[config.mk]
export PLATFORM = sky130hd
export DESIGN_NAME = chord_sequencer_flat
export DESIGN_NICKNAME = d
export VERILOG_FILES = /design/src/rtl/chord_sequencer_if.sv /design/src/rtl/chord_sequencer.sv /design/src/flat_wrapper.sv
export SDC_FILE = /design/constraint.sdc
export NUM_CORES = 1
export LEC_CHECK = 0
export BUFFER_PORTS_ARGS = -buffer_cell sky130_fd_sc_hd__buf_2
export CAP_MARGIN = 5
export CORE_MARGIN = 2
export CORE_UTILIZATION = 30
export DETAILED_ROUTE_END_ITERATION = 16
export GPL_ROUTABILITY_DRIVEN = 0
export MAX_ROUTING_LAYER = met4
export PLACE_DENSITY_LB_ADDON = 0.2
export RECOVER_POWER = 50
export SLEW_MARGIN = 10
export SYNTH_ARGS = -nofsm -noshare
export SYNTH_HDL_FRONTEND = slang
export SYNTH_SLANG_ARGS = --single-unit
export TNS_END_PERCENT = 10
[constraint.sdc]
create_clock -name clk -period 5.12 [get_ports clk]
set_clock_uncertainty 0.15 [all_clocks]
set_input_delay 0.256 -clock clk [delete_from_list [all_inputs] [get_ports clk]]
set_output_delay 0.256 -clock clk [all_outputs]
set_load 0.01 [all_outputs]
[src/rtl/chord_sequencer_if.sv]
// chord_sequencer_if: ROM, note-player and control bundle of the chord sequencer
interface chord_sequencer_if #(
  parameter int ADDR_WIDTH = 10,
  parameter int NOTE_WIDTH = 6,
  parameter int DUR_WIDTH  = 6
);
  logic                            play;
  logic [ADDR_WIDTH-1:0]           rom_addr;
  logic [NOTE_WIDTH+DUR_WIDTH-1:0] rom_data;
  logic                            advance_done;
  logic [NOTE_WIDTH-1:0]           note1, note2, note3;
  logic [DUR_WIDTH-1:0]            duration1, duration2, duration3;
  logic                            new_note1, new_note2, new_note3;
  logic [DUR_WIDTH-1:0]            time_advance;
  logic                            time_advance_ready;
  logic                            song_done;
  modport master (
    input  play, rom_data, advance_done,
    output rom_addr, note1, note2, note3, duration1, duration2, duration3,
           new_note1, new_note2, new_note3, time_advance, time_advance_ready, song_done
  );
  modport slave (
    output play, rom_data, advance_done,
    input  rom_addr, note1, note2, note3, duration1, duration2, duration3,
           new_note1, new_note2, new_note3, time_advance, time_advance_ready, song_done
  );
endinterface

[src/rtl/chord_sequencer.sv]
// chord_sequencer: refills expired voices from the song ROM and issues min-remaining time advances
module chord_sequencer #(
  parameter int ADDR_WIDTH = 10,
  parameter int NOTE_WIDTH = 6,
  parameter int DUR_WIDTH  = 6
) (
  input logic clk,
  input logic reset,
  chord_sequencer_if.master bus
);
  typedef enum logic [2:0] {IDLE, SEL, ADDR, LOAD, ADVANCE, WAIT, DONE} state_t;
  state_t                state_q, state_d;
  logic [ADDR_WIDTH-1:0] addr_q, addr_d;
  logic [NOTE_WIDTH-1:0] note_q [3], note_d [3];
  logic [DUR_WIDTH-1:0]  dur_q [3], dur_d [3], rem_q [3], rem_d [3];
  logic [DUR_WIDTH-1:0]  ta_q, ta_d, m01, rmin;
  logic [2:0]            nn_q, nn_d;
  logic [1:0]            sel_q, sel_d;
  logic                  rdy_q, rdy_d, done_q, done_d;
  logic [DUR_WIDTH-1:0]  fdur;
  logic [NOTE_WIDTH-1:0] fnote;
  assign fdur  = bus.rom_data[DUR_WIDTH-1:0];
  assign fnote = bus.rom_data[NOTE_WIDTH+DUR_WIDTH-1:DUR_WIDTH];
  assign m01   = rem_q[0] < rem_q[1] ? rem_q[0] : rem_q[1];
  assign rmin  = m01 < rem_q[2] ? m01 : rem_q[2];
  always_comb begin
    state_d = state_q;
    addr_d  = addr_q;
    note_d  = note_q;
    dur_d   = dur_q;
    rem_d   = rem_q;
    ta_d    = ta_q;
    nn_d    = '0;
    rdy_d   = 1'b0;
    done_d  = done_q;
    sel_d   = sel_q;
    case (state_q)
      IDLE: state_d = bus.play ? SEL : IDLE;
      SEL: if (bus.play) begin
        sel_d   = rem_q[0] == '0 ? 2'd0 : rem_q[1] == '0 ? 2'd1 : 2'd2;
        state_d = (rem_q[0] == '0 || rem_q[1] == '0 || rem_q[2] == '0) ? ADDR : ADVANCE;
      end
      ADDR: state_d = LOAD;
      LOAD: if (fdur == '0) begin
        done_d  = 1'b1;
        state_d = DONE;
      end else begin
        note_d[sel_q] = fnote;
        dur_d[sel_q]  = fdur;
        rem_d[sel_q]  = fdur;
        nn_d[sel_q]   = 1'b1;
        addr_d        = addr_q + 1'b1;
        done_d        = &addr_q;
        state_d       = &addr_q ? DONE : SEL;
      end
      ADVANCE: if (bus.play) begin
        ta_d    = rmin;
        rdy_d   = 1'b1;
        state_d = WAIT;
      end
      WAIT: if (bus.advance_done) begin
        for (int i = 0; i < 3; i++) rem_d[i] = rem_q[i] - ta_q;
        state_d = SEL;
      end
      DONE: if (!bus.play) begin
        done_d  = 1'b0;
        addr_d  = '0;
        rem_d   = '{default: '0};
        state_d = IDLE;
      end
      default: state_d = IDLE;
    endcase
  end
  always_ff @(posedge clk) begin
    if (reset) begin
      state_q <= IDLE;
      addr_q  <= '0;
      note_q  <= '{default: '0};
      dur_q   <= '{default: '0};
      rem_q   <= '{default: '0};
      ta_q    <= '0;
      nn_q    <= '0;
      sel_q   <= '0;
      rdy_q   <= 1'b0;
      done_q  <= 1'b0;
    end else begin
      state_q <= state_d;
      addr_q  <= addr_d;
      note_q  <= note_d;
      dur_q   <= dur_d;
      rem_q   <= rem_d;
      ta_q    <= ta_d;
      nn_q    <= nn_d;
      sel_q   <= sel_d;
      rdy_q   <= rdy_d;
      done_q  <= done_d;
    end
  end
  assign bus.rom_addr           = addr_q;
  assign bus.note1              = note_q[0];
  assign bus.note2              = note_q[1];
  assign bus.note3              = note_q[2];
  assign bus.duration1          = dur_q[0];
  assign bus.duration2          = dur_q[1];
  assign bus.duration3          = dur_q[2];
  assign bus.new_note1          = nn_q[0];
  assign bus.new_note2          = nn_q[1];
  assign bus.new_note3          = nn_q[2];
  assign bus.time_advance       = ta_q;
  assign bus.time_advance_ready = rdy_q;
  assign bus.song_done          = done_q;
endmodule

[src/flat_wrapper.sv]
// flat-port wrapper written by rule: the top's interface ports become plain ports
module chord_sequencer_flat 
#(
  parameter int ADDR_WIDTH = 10,
  parameter int NOTE_WIDTH = 6,
  parameter int DUR_WIDTH  = 6
)
  (clk, reset, bus_play, bus_rom_data, bus_advance_done, bus_rom_addr, bus_note1, bus_note2, bus_note3, bus_duration1, bus_duration2, bus_duration3, bus_new_note1, bus_new_note2, bus_new_note3, bus_time_advance, bus_time_advance_ready, bus_song_done);
  chord_sequencer_if #(.ADDR_WIDTH(ADDR_WIDTH), .NOTE_WIDTH(NOTE_WIDTH), .DUR_WIDTH(DUR_WIDTH)) bus_i ();
  input logic clk;
  input logic reset;
  input wire logic [$bits(bus_i.play)-1:0] bus_play;
  input wire logic [$bits(bus_i.rom_data)-1:0] bus_rom_data;
  input wire logic [$bits(bus_i.advance_done)-1:0] bus_advance_done;
  output wire logic [$bits(bus_i.rom_addr)-1:0] bus_rom_addr;
  output wire logic [$bits(bus_i.note1)-1:0] bus_note1;
  output wire logic [$bits(bus_i.note2)-1:0] bus_note2;
  output wire logic [$bits(bus_i.note3)-1:0] bus_note3;
  output wire logic [$bits(bus_i.duration1)-1:0] bus_duration1;
  output wire logic [$bits(bus_i.duration2)-1:0] bus_duration2;
  output wire logic [$bits(bus_i.duration3)-1:0] bus_duration3;
  output wire logic [$bits(bus_i.new_note1)-1:0] bus_new_note1;
  output wire logic [$bits(bus_i.new_note2)-1:0] bus_new_note2;
  output wire logic [$bits(bus_i.new_note3)-1:0] bus_new_note3;
  output wire logic [$bits(bus_i.time_advance)-1:0] bus_time_advance;
  output wire logic [$bits(bus_i.time_advance_ready)-1:0] bus_time_advance_ready;
  output wire logic [$bits(bus_i.song_done)-1:0] bus_song_done;
  assign bus_i.play = bus_play;
  assign bus_i.rom_data = bus_rom_data;
  assign bus_i.advance_done = bus_advance_done;
  assign bus_rom_addr = bus_i.rom_addr;
  assign bus_note1 = bus_i.note1;
  assign bus_note2 = bus_i.note2;
  assign bus_note3 = bus_i.note3;
  assign bus_duration1 = bus_i.duration1;
  assign bus_duration2 = bus_i.duration2;
  assign bus_duration3 = bus_i.duration3;
  assign bus_new_note1 = bus_i.new_note1;
  assign bus_new_note2 = bus_i.new_note2;
  assign bus_new_note3 = bus_i.new_note3;
  assign bus_time_advance = bus_i.time_advance;
  assign bus_time_advance_ready = bus_i.time_advance_ready;
  assign bus_song_done = bus_i.song_done;
  chord_sequencer #(.ADDR_WIDTH(ADDR_WIDTH), .NOTE_WIDTH(NOTE_WIDTH), .DUR_WIDTH(DUR_WIDTH)) u_core (.clk(clk), .reset(reset), .bus(bus_i));
endmodule
==> results.md <==
- Min Tclk post-route: 3.67 ns
- CTS tree: yes
- Clock slew at reported path FFs: 0.06 ns
- Clk root buf: clkbuf_16
- Least-Margin Pin Slew: 0.959 ns
- Static leakage: 0.00174 uW
- Clock sink total: 80
- Bufs on Longest Clock Path: 2
- Worst hold slack: 0.0316 ns
- CP startpoint kind: flip-flop
- Outcome: completed
- Initial antenna violation count: 0
- Arr. time, crit path: 3.75 ns
- Crit path capture: u_core.bus.time_advance[3]
- Critical Path Start: u_core.rem_q[9]
- Final global-route overflow total: 0
- Final number of setup-violating endpoints: 0
- Ys Warns: 0
- Critical Setup Path Class: flip-flop to flip-flop
- Drt first-iter violations: 223
- TNS Setup: 0 ns
- Post-CTS sizing: 0
- Final Cycle Share: 71.7%
- EDFF count, synth: 0
- Layout cells sized above 1: 8.66%
- Post-synth top flop: dfxtp_1
- Worst min path class: input pin to flip-flop
- Crit-path max cell delay: 0.62 ns
- Pre-Repair DR Iteration Count: 6
- FFs w/ async S/R, synth: 0%
- Port-buffer cells: 72
- CTS Hold Buffers Added: 0
- Syn nets: 529
- Worst path required time: 5.20 ns
- Top Ports: 73
- Max IR drop VDD: 0.227 mV
- Die Width: 124 um
- R2R Path Start: u_core.rem_q[9]
- Aggregate routed wire length: 11,500 um
- Fmax: 272 MHz
- Core footprint: 0.0140 sq mm
- DRC violations left: 0
- Slowest CP cell: a2111oi_2
- Skew-Pair Late Insertion Delay: 0.34 ns
- Die Y: 124 um
- Hold path depth: 3
- Die area: 0.0154 sq mm
- Synthesis-stage register bit count: 80
- Htree depth: 3
- Diodes inserted: 0
- Crit-path cells: inv_1 > ha_1 > a21oi_1 > o21ai_0 > o21bai_2 > mux2_2 > ha_1 > a21oi_1 > o21ai_0 > a2111oi_2 > o21bai_1 > a32o_1
- Register-to-Register Path Depth: 12
- Per-cell routed wire length: 15.7 um
- Power density over the cells: 297 mW/mm^2
- Vias in the first global route: 3,588
- Drt via density: 5.08
- DR vias: 3,726
- Final hold violations: 0
- Crit Path Max Fanout: 8
- # rows: 43
- Largest net degree at the start of global routing: 53
- Worst R2R End: u_core.bus.time_advance[3]
- Mapped Cells: 484
- CTS Buf Count: 9
- Initial Util: 30.9%
- Max cap viols: 0
- Post-CTS setup buffer count: 0
- Synth Area per Inst: 8.92 sq um
- Global Route Usage Sum: 16.4%
- Slew headroom: 35.9%
- Post-DRT Antenna Nets: 0
- Library cells used by synthesis: 53
- Layout area overhead: 16.6%
- Final net count: 594
- Slew Limit Fails: 0
- R2R Setup Slk: 1.45 ns
- HPWL after detailed placement: 8370 um
- CP Capture Type: flip-flop
- First-pass GRT wire length: 18,800 um
- Cell area after synthesis: 0.00432 sq mm
- RSZ-0062 raised after global routing: no
- Sequential area share after synthesis: 37.1%
[metal layers]
| metal | track usage [%] | wire [um] | vias to the layer above |
|---|---|---|---|
| li1 | - | - | 1859 |
| met1 | 21.6 | 5700 | 1769 |
| met2 | 25.2 | 5200 | 92 |
| met3 | 4.40 | 538 | 6 |
| met4 | 3.44 | 89 | 0 |
| met5 | - | 0 | - |
[how the worst min path moves through the flow]
stage	from	endpoint	slack [ns]
3_5_place_dp	u_core.bus.note2[2]	u_core.bus.note2[2]	0.33
2_1_floorplan	reset	u_core.bus.time_advance_ready	0.24
4_1_cts	bus_rom_data[8]	u_core.bus.note3[2]	0.01
3_3_place_gp	u_core.bus.note2[5]	u_core.bus.note2[5]	0.32
6_report	bus_rom_data[8]	u_core.bus.note3[2]	0.03
5_1_grt	bus_rom_data[7]	u_core.bus.note1[1]	0.03
[critical path: cells and delay by family (launching register included)]
family                     cells  cell delay (ns)
AOI/OAI and AO/OA              8             1.94
adders and majority gates      2             0.60
buffers and inverters          1             0.07
DFF                            1             0.42
muxes                          1             0.40
[synth_stat cells, types with 4 or more instances]
master / instances / area, sq um
buf_2: 5 / 25.0
dfxtp_1: 80 / 1600
clkbuf_1: 13 / 48.8
nor3_1: 7 / 35.0
a21oi_1: 24 / 120
nor2b_1: 6 / 37.5
o21ai_0: 14 / 70.1
xnor2_1: 14 / 123
ha_1: 26 / 325
a22oi_1: 12 / 90.1
mux2i_1: 37 / 370
inv_1: 24 / 90.1
o21bai_1: 6 / 45.0
a211oi_1: 18 / 135
mux2_2: 5 / 56.3
xor2_1: 5 / 43.8
a32o_1: 5 / 50.1
a21o_1: 6 / 45.0
nor2_1: 84 / 315
or3_1: 8 / 50.1
nor4_1: 4 / 25.0
nand3_1: 6 / 30.0
o21a_1: 11 / 82.6
nand2_1: 15 / 56.3
[kinds of logic (layout without fill, tap and decap cells)]
logic type	after synthesis	after routing	synth area share, %
multiplexers	42	42	9.88
XOR/XNOR	19	19	3.86
buffers and inverters	46	116	4.58
adder cells (fa/ha/maj)	29	29	8.93
AND/OR/NAND/NOR	149	149	15.9
flip-flops	80	80	37.1
AO/OA/AOI/OAI	119	119	19.8
[flip-flops by register name, indices dropped and copies added, names as in the netlist]
signal                         flops
u_core.bus.time_advance            6
u_core.sel_q                       2
u_core.bus.rom_addr               10
u_core.bus.duration2               6
u_core.nn_q                        3
u_core.bus.duration3               6
u_core.state_q                     3
u_core.rem_q                      18
u_core.bus.duration1               6
u_core.bus.song_done               1
u_core.bus.time_advance_ready      1
u_core.bus.note1                   6
u_core.bus.note3                   6
u_core.bus.note2                   6
[placed cells by master (no fill, tap or decap), drive strengths merged, types with 14 or more instances in the layout]
cell type,count
nor2,84
dfxtp,80
clkbuf,68
mux2i,37
ha,26
inv,26
a21oi,24
buf,19
a211oi,18
nand2,16
o21ai,16
xnor2,14
[area by class of cell]
type,count,area (sq um)
Clock buffer,11,243
Inverter,24,90.1
Tap cell,180,225
Multi-Input combinational cell,358,2520
Timing Repair Buffer,76,319
Clock inverter,5,38.8
Fill cell,1500,8950
Sequential cell,80,1600
[through the flow]
step | std cells | util [%] | worst slack, ns | cell area (sq um) | power (uW)
2_1_floorplan | 484 | - | 1.90 | 4320 | 830
3_3_place_gp | 718 | 34.5 | 1.56 | 4830 | 886
3_5_place_dp | 718 | 34.5 | 1.52 | 4830 | 888
4_1_cts | 734 | 36.5 | 1.50 | 5110 | 1520
5_1_grt | 734 | 36.0 | 1.19 | 5030 | 1570
6_report | 734 | 36.0 | 1.45 | 5030 | 1490
[power by group]
part           switching, uW  internal (uW)  leakage, uW
sequential              20.0            634     0.000646
clock                    271            346     0.000137
combinational            131           91.6     0.000955
total                    422           1070      0.00174
(Power assumes the default switching activity.)
